[config.mk]
export PLATFORM = sky130hd
export DESIGN_NAME = rate_spike_encoder_flat
export DESIGN_NICKNAME = d
export VERILOG_FILES = /design/src/rtl/rate_spike_encoder_pkg.sv /design/src/rtl/rate_spike_encoder_if.sv /design/src/rtl/rate_spike_encoder_lfsr.sv /design/src/rtl/rate_spike_encoder.sv /design/src/flat_wrapper.sv
export SDC_FILE = /design/constraint.sdc
export NUM_CORES = 1
export LEC_CHECK = 0
export ABC_AREA = 1
export ABC_CLOCK_PERIOD_IN_PS = 5070
export BUFFER_PORTS_ARGS = -buffer_cell sky130_fd_sc_hd__buf_4
export CAP_MARGIN = 20
export CORE_MARGIN = 1
export CORE_UTILIZATION = 63
export CTS_CLUSTER_SIZE = 8
export DETAILED_ROUTE_END_ITERATION = 10
export MAX_ROUTING_LAYER = met4
export PLACE_DENSITY_LB_ADDON = 0.2
export SKIP_LAST_GASP = 1
export SYNTH_ARGS = -nofsm -noshare
export SYNTH_HDL_FRONTEND = slang
export SYNTH_SLANG_ARGS = --single-unit
[constraint.sdc]
create_clock -name clk -period 5.07 [get_ports clk]
set_clock_uncertainty 0.15 [all_clocks]
set_input_delay 1.014 -clock clk [delete_from_list [all_inputs] [get_ports clk]]
set_output_delay 1.014 -clock clk [all_outputs]
set_load 0.05 [all_outputs]
[src/rtl/rate_spike_encoder_pkg.sv]
// ---------------------------------------------------------------------------
// spike_enc_pkg
// Shared types and constants for the rate spike encoder slice.
//   enc_state_e : encoder FSM states (IDLE, RUN, DONE)
//   RATE_W_DEF  : default rate width (spike probability = rate / 2^RATE_W)
//   LEN_W_DEF   : default window-length width
//   LFSR_W / LFSR_TAPS / SEED_DEF : 16-bit Fibonacci LFSR
//   (x^16+x^14+x^13+x^11+1) used only when SPIKE_ENC_LFSR_EN is defined.
// ---------------------------------------------------------------------------
package spike_enc_pkg;

  typedef enum logic [1:0] {
    IDLE = 2'd0,
    RUN  = 2'd1,
    DONE = 2'd2
  } enc_state_e;

  localparam int RATE_W_DEF = 8;
  localparam int LEN_W_DEF  = 16;

  localparam int          LFSR_W    = 16;
  // Feedback taps at bit positions 15,13,12,10 (polynomial exponents 16,14,13,11).
  localparam logic [15:0] LFSR_TAPS = 16'hB400;
  localparam logic [15:0] SEED_DEF  = 16'hACE1;

endpackage

[src/rtl/rate_spike_encoder_if.sv]
// ---------------------------------------------------------------------------
// rate_spike_encoder_if
// Request channel into the rate spike encoder (valid/ready handshake).
//   in_valid : request valid           (master -> slave)
//   in_ready : encoder can accept      (slave  -> master)
//   in_rate  : spikes per 2^RATE_W cycles
//   in_len   : window length in cycles
// Modports: master (requester), slave (encoder).
// ---------------------------------------------------------------------------
interface rate_spike_encoder_if #(
  parameter int RATE_W = 8,
  parameter int LEN_W  = 16
) ();

  logic              in_valid;
  logic              in_ready;
  logic [RATE_W-1:0] in_rate;
  logic [LEN_W-1:0]  in_len;

  modport master (
    output in_valid,
    output in_rate,
    output in_len,
    input  in_ready
  );

  modport slave (
    input  in_valid,
    input  in_rate,
    input  in_len,
    output in_ready
  );

endinterface

[src/rtl/rate_spike_encoder_lfsr.sv]
// ---------------------------------------------------------------------------
// spike_lfsr
// Free-running Fibonacci LFSR. Shifts left every clock; the new LSB is the
// XOR of the tapped bits. Loaded with SEED on reset only.
// Ports:
//   clk   : clock, rising edge
//   rst_n : asynchronous active-low reset
//   q     : current LFSR state
// Instantiated by rate_spike_encoder only when SPIKE_ENC_LFSR_EN is defined.
// ---------------------------------------------------------------------------
module spike_lfsr
  import spike_enc_pkg::*;
#(
  parameter int               WIDTH = LFSR_W,
  parameter logic [WIDTH-1:0] TAPS  = LFSR_TAPS,
  parameter logic [WIDTH-1:0] SEED  = SEED_DEF
) (
  input  logic             clk,
  input  logic             rst_n,
  output logic [WIDTH-1:0] q
);

  always_ff @(posedge clk or negedge rst_n) begin
    if (!rst_n) begin
      q <= SEED;
    end else begin
      q <= {q[WIDTH-2:0], ^(q & TAPS)};
    end
  end

endmodule

[src/rtl/rate_spike_encoder.sv]
// ---------------------------------------------------------------------------
// rate_spike_encoder
// Rate-coding spike generator. Accepts (rate, len) requests and emits a
// registered spike train of exactly len cycles, then pulses done.
// Default coder: first-order phase accumulator (sigma-delta), giving exactly
// floor(len*rate/2^RATE_W) spikes per window.
// Build option: define SPIKE_ENC_LFSR_EN to replace the accumulator with a
// 16-bit LFSR comparator (Bernoulli-like train, same timing/handshake).
// Ports:
//   clk, rst_n  : clock / asynchronous active-low reset
//   req         : request channel (slave modport: in_valid/in_ready/in_rate/in_len)
//   abort       : terminate current window (only honoured in RUN)
//   spike_out   : registered spike train
//   busy        : window in progress
//   done        : one-cycle pulse on normal window completion
//   spike_count : spikes emitted in current/last window (saturating)
// ---------------------------------------------------------------------------
module rate_spike_encoder
  import spike_enc_pkg::*;
#(
  parameter int          RATE_W = RATE_W_DEF,
  parameter int          LEN_W  = LEN_W_DEF,
  parameter logic [15:0] SEED   = SEED_DEF
) (
  input  logic                 clk,
  input  logic                 rst_n,
  rate_spike_encoder_if.slave  req,
  input  logic                 abort,
  output logic                 spike_out,
  output logic                 busy,
  output logic                 done,
  output logic [LEN_W-1:0]     spike_count
);

  enc_state_e        state;
  logic              in_ready_q;
  logic [RATE_W-1:0] rate_q;
  logic [LEN_W-1:0]  len_q;
  logic [LEN_W-1:0]  cnt_q;
  logic [LEN_W-1:0]  cnt_nxt;
  logic              accept;
  logic              spike_now;

  assign req.in_ready = in_ready_q;
  assign accept       = (state == IDLE) && req.in_valid && in_ready_q;
  assign cnt_nxt      = cnt_q + 1'b1;

  function automatic logic [LEN_W-1:0] sat_inc(input logic [LEN_W-1:0] c,
                                                input logic             inc);
    if (inc && (c != {LEN_W{1'b1}})) return c + 1'b1;
    return c;
  endfunction

`ifdef SPIKE_ENC_LFSR_EN
  logic [LFSR_W-1:0] lfsr_q;

  spike_lfsr #(
    .WIDTH (LFSR_W),
    .TAPS  (LFSR_TAPS),
    .SEED  (SEED)
  ) u_lfsr (
    .clk   (clk),
    .rst_n (rst_n),
    .q     (lfsr_q)
  );

  assign spike_now = (lfsr_q[RATE_W-1:0] < rate_q);
`else
  logic [RATE_W-1:0] acc_q;
  logic [RATE_W:0]   sum;
  // SEED only has meaning for the LFSR build.
  logic              unused_seed;

  assign unused_seed = ^SEED;
  // Carry out of the phase accumulator is the spike.
  assign sum         = {1'b0, acc_q} + {1'b0, rate_q};
  assign spike_now   = sum[RATE_W];

  always_ff @(posedge clk or negedge rst_n) begin
    if (!rst_n) begin
      acc_q <= '0;
    end else if (accept) begin
      acc_q <= '0;
    end else if ((state == RUN) && !abort) begin
      acc_q <= sum[RATE_W-1:0];
    end
  end
`endif

  // Request latch: pure data, captured on the accept edge only.
  always_ff @(posedge clk) begin
    if (accept) begin
      rate_q <= req.in_rate;
      len_q  <= req.in_len;
    end
  end

  // Control FSM with registered outputs.
  always_ff @(posedge clk or negedge rst_n) begin
    if (!rst_n) begin
      state       <= IDLE;
      in_ready_q  <= 1'b1;
      busy        <= 1'b0;
      done        <= 1'b0;
      spike_out   <= 1'b0;
      spike_count <= '0;
      cnt_q       <= '0;
    end else begin
      case (state)
        IDLE: begin
          if (accept) begin
            in_ready_q  <= 1'b0;
            spike_count <= '0;
            cnt_q       <= '0;
            if (req.in_len == '0) begin
              state <= DONE;
              done  <= 1'b1;
            end else begin
              state <= RUN;
              busy  <= 1'b1;
            end
          end
        end
        RUN: begin
          // Abort wins even on the final window edge.
          if (abort) begin
            state      <= IDLE;
            busy       <= 1'b0;
            in_ready_q <= 1'b1;
            spike_out  <= 1'b0;
          end else begin
            spike_out   <= spike_now;
            spike_count <= sat_inc(spike_count, spike_now);
            cnt_q       <= cnt_nxt;
            if (cnt_nxt == len_q) begin
              state <= DONE;
              busy  <= 1'b0;
              done  <= 1'b1;
            end
          end
        end
        DONE: begin
          state      <= IDLE;
          done       <= 1'b0;
          spike_out  <= 1'b0;
          in_ready_q <= 1'b1;
        end
        default: begin
          state      <= IDLE;
          busy       <= 1'b0;
          done       <= 1'b0;
          spike_out  <= 1'b0;
          in_ready_q <= 1'b1;
        end
      endcase
    end
  end

endmodule

[src/flat_wrapper.sv]
// flat-port wrapper written by rule: the top's interface ports become plain ports
module rate_spike_encoder_flat import spike_enc_pkg::*;
#(
  parameter int          RATE_W = RATE_W_DEF,
  parameter int          LEN_W  = LEN_W_DEF,
  parameter logic [15:0] SEED   = SEED_DEF
)
  (clk, rst_n, abort, spike_out, busy, done, spike_count, req_in_valid, req_in_rate, req_in_len, req_in_ready);
  rate_spike_encoder_if #(.RATE_W(RATE_W), .LEN_W(LEN_W)) req_i ();
  input  logic clk;
  input  logic rst_n;
  input  logic abort;
  output logic spike_out;
  output logic busy;
  output logic done;
  output logic [LEN_W-1:0] spike_count;
  input wire logic [$bits(req_i.in_valid)-1:0] req_in_valid;
  input wire logic [$bits(req_i.in_rate)-1:0] req_in_rate;
  input wire logic [$bits(req_i.in_len)-1:0] req_in_len;
  output wire logic [$bits(req_i.in_ready)-1:0] req_in_ready;
  assign req_i.in_valid = req_in_valid;
  assign req_i.in_rate = req_in_rate;
  assign req_i.in_len = req_in_len;
  assign req_in_ready = req_i.in_ready;
  rate_spike_encoder #(.RATE_W(RATE_W), .LEN_W(LEN_W), .SEED(SEED)) u_core (.clk(clk), .rst_n(rst_n), .req(req_i), .abort(abort), .spike_out(spike_out), .busy(busy), .done(done), .spike_count(spike_count));
endmodule
==> run_results.csv <==
group,metric,value,unit
pwr,p_per_area,471,nW/um^2
clock_tree,cts_tree,"yes",
clock_tree,post-cts-setup-buffers,0,
global_route,grt_pass1_vias,3375,
yosys,synth.avg_cell_area,8.07,um^2
clock_tree,cts.sinks,70,
min_path,min_path_cells,2,
pwr,peakVddDrop,0.449,mV
yosys,syn-num-nets,522,
clock_tree,clkTransAtPathRegs,80,ps
critical_path,crit_fanout,25,
final_layout,layout.nets,574,
yosys,syn_inst,483,
final_layout,multiInputGateArea,1770,um^2
place,placed_area,4310,um^2
global_route,antenna_found_initial,0,
final_layout,fin_cells,615,
run,cap_violations,0,
critical_path,required,5160,ps
yosys,yosysWarnings,0,
pwr,power,2.12,mW
route,drc,0,
yosys,synth_cell_type_count,37,
clock_tree,cts_buffers,9,
floorplanning,core_region_area,5960,um^2
floorplanning,io_pins,48,
place,port-buffer-count,47,
global_route,grt_max_degree,47,
timing,finalCritPeriodShare,69.0,%
clock_tree,clockRootBuffer,"clkbuf_8",
floorplanning,num_rows,28,
timing,finalSetupViolations,0,
timing,fmax,0.286,GHz
final_layout,final_area,4510,um^2
timing,worst_slew_pin_slew,1010,ps
critical_path,worst-endpoint-arrival,3590,ps
route,drt_first_pass_iters,5,
final_layout,fill_cells,443,
route,ant_nets,0,
yosys,syn_area,3900,um^2
final_layout,final-seq-area,1870,um^2
timing,hold_viol,0,
final_layout,final_layout_size_suffix_gt1_share,15.6,%
route,viasPerCell,5.65,
timing,slew_viol_final,0,
critical_path,start_kind,"primary input",
clock_tree,clockBufferDepth,2,
clock_tree,hold_buffers,0,
place,dp_hpwl,6350,um
final_layout,n_antenna_cell,0,
global_route,gr-total-overflow,0,
global_route,grt_pass1_wl,14700,um
route,vias,3475,
timing,grt_setup_unrepaired,"false",
timing,setup_tns,0,ps
clock_tree,worstSkewPairLatency,350,ps
place,globalplace.congestion,0.843,
route,wl_per_cell,14.3,um
min_path,worst_hold_path_type,"reg -> reg",
route,drt-total-wl,8810,um
critical_path,crit_path_end_kind,"flop",
clock_tree,htree_levels,3,
global_route,grt_use_total,31.2,%
clock_tree,cts-resized-gates,0,
floorplanning,die_y,80.7,um
timing,period_minus_slack,3500,ps
floorplanning,dieArea,6510,um^2
floorplanning,start_util,65.4,%
critical_path,critical_path_class,"in -> reg",
yosys,seq_area_frac_synth,48.1,%
timing,setup_ws,1570,ps
yosys,synth_edf_count,24,
place,place_worst_setup_slack,1260,ps
yosys,synthFlopType,"dfrtp_1",
yosys,synth_async_sr_flop_share,65.7,%
pwr,p_leak,2.11,nW
run_status,outcome,"finished, final reports clean",
final_layout,area_growth,15.7,%
critical_path,reg2reg_depth,9,
timing,max_slew_margin,32.6,%
floorplanning,die_w,80.7,um
route,drtIter0Drc,201,
yosys,ys_ff_latch,70,
place,dpl.cell_count,599,
-- path summary, 6_finish.rpt --
path	startpoint	end	slack [ps]
max	req_in_valid	u_core.spike_count[7]	1570
min	u_core.acc_q[6]	u_core.acc_q[6]	350
max reg2reg	u_core.state[0]	u_core.spike_count[7]	1590
min reg2reg	u_core.acc_q[6]	u_core.acc_q[6]	350
max in group asynchronous	rst_n	u_core.spike_count[9]	3860
min in group asynchronous	rst_n	u_core.cnt_q[5]	500
-- power breakdown --
part / internal (mW) / switching [mW]
Clock: 0.228 / 0.227
Sequential: 0.736 / 0.125
Combinational: 0.266 / 0.543
Total: 1.23 / 0.894
-- layout by cell type (no fill, tap or decap), types with 2 or more instances in the layout --
cell	instances
nor3_1	4
nand4_1	10
nand3_1	50
a21oi_1	4
dfrtp_1	45
nand3b_1	3
inv_2	2
a22o_1	3
clkinvlp_4	3
o22ai_1	7
nand2_1	152
o21ai_1	4
nor2_2	7
o21ai_2	4
o21ai_0	18
ha_1	10
edfxtp_1	24
or2_2	2
clkbuf_8	9
buf_4	48
xnor2_1	6
xor2_1	11
inv_1	53
nor2_1	39
nand2_2	2
nor4_1	4
clkinv_1	2
-- routing by layer --
metal	GRT usage, %	wire, um
met1	37.0	3670
met5	-	0
met3	4.66	402
met4	18.4	363
met2	50.3	4370
-- worst max-delay path: stages --
cell and delay [ps]:
buf_4 110, nand3_1 90, inv_1 430, nor2_1 770, inv_1 490, nand2_4 390
inv_2 140, nand2_1 90, nand2_1 50
-- area by class of cell --
class / instances / share of cell area, %
sequential: 70 / 41.5
multi-input combinational: 350 / 39.3
timing repair buffer: 48 / 7.99
inverter: 56 / 4.66
clock buffer: 9 / 2.75
tap: 75 / 2.08
clock inverter: 7 / 1.64
-- metrics by stage --
stage	hold WS, ps	util (%)
final	348	75.7
after global routing	390	75.7
after floorplan	308	-
after CTS	354	75.7
after detailed placement	324	72.4
after global placement	326	72.4
-- cells in the mapped netlist (all sizes together), types with 5 or more instances --
cell type  instances  area, um^2
nor2              47         201
clkbuf             5        18.8
nand3             50         250
xnor2              6        52.6
dfrtp             45        1130
o22ai              7        43.8
inv               55         206
ha                10         125
nand4             10        62.6
o21ai             26         145
nand2            155         594
edfxtp            24         721
xor2              11        96.3
-- flip-flops by register name (all words and copies together) (netlist names) --
register / count
u_core.cnt_q: 16
u_core.req.in_ready: 1
u_core.rate_q: 8
u_core.len_q: 16
u_core.state: 2
u_core.busy: 1
u_core.spike_count: 16
u_core.acc_q: 8
u_core.spike_out: 1
u_core.done: 1
-- cells by family (layout without fill, tap and decap cells) --
family,after synthesis,count (layout),synth area share (%)
xor gates and xnor gates,17,17,3.82
adders and majority gates,11,11,3.72
AOI/OAI and AO/OA,45,45,6.97
buffers and inverters,63,120,6.45
and+or+nand+nor,277,277,31.0
DFF,70,70,48.1
(Power assumes the default switching activity.)
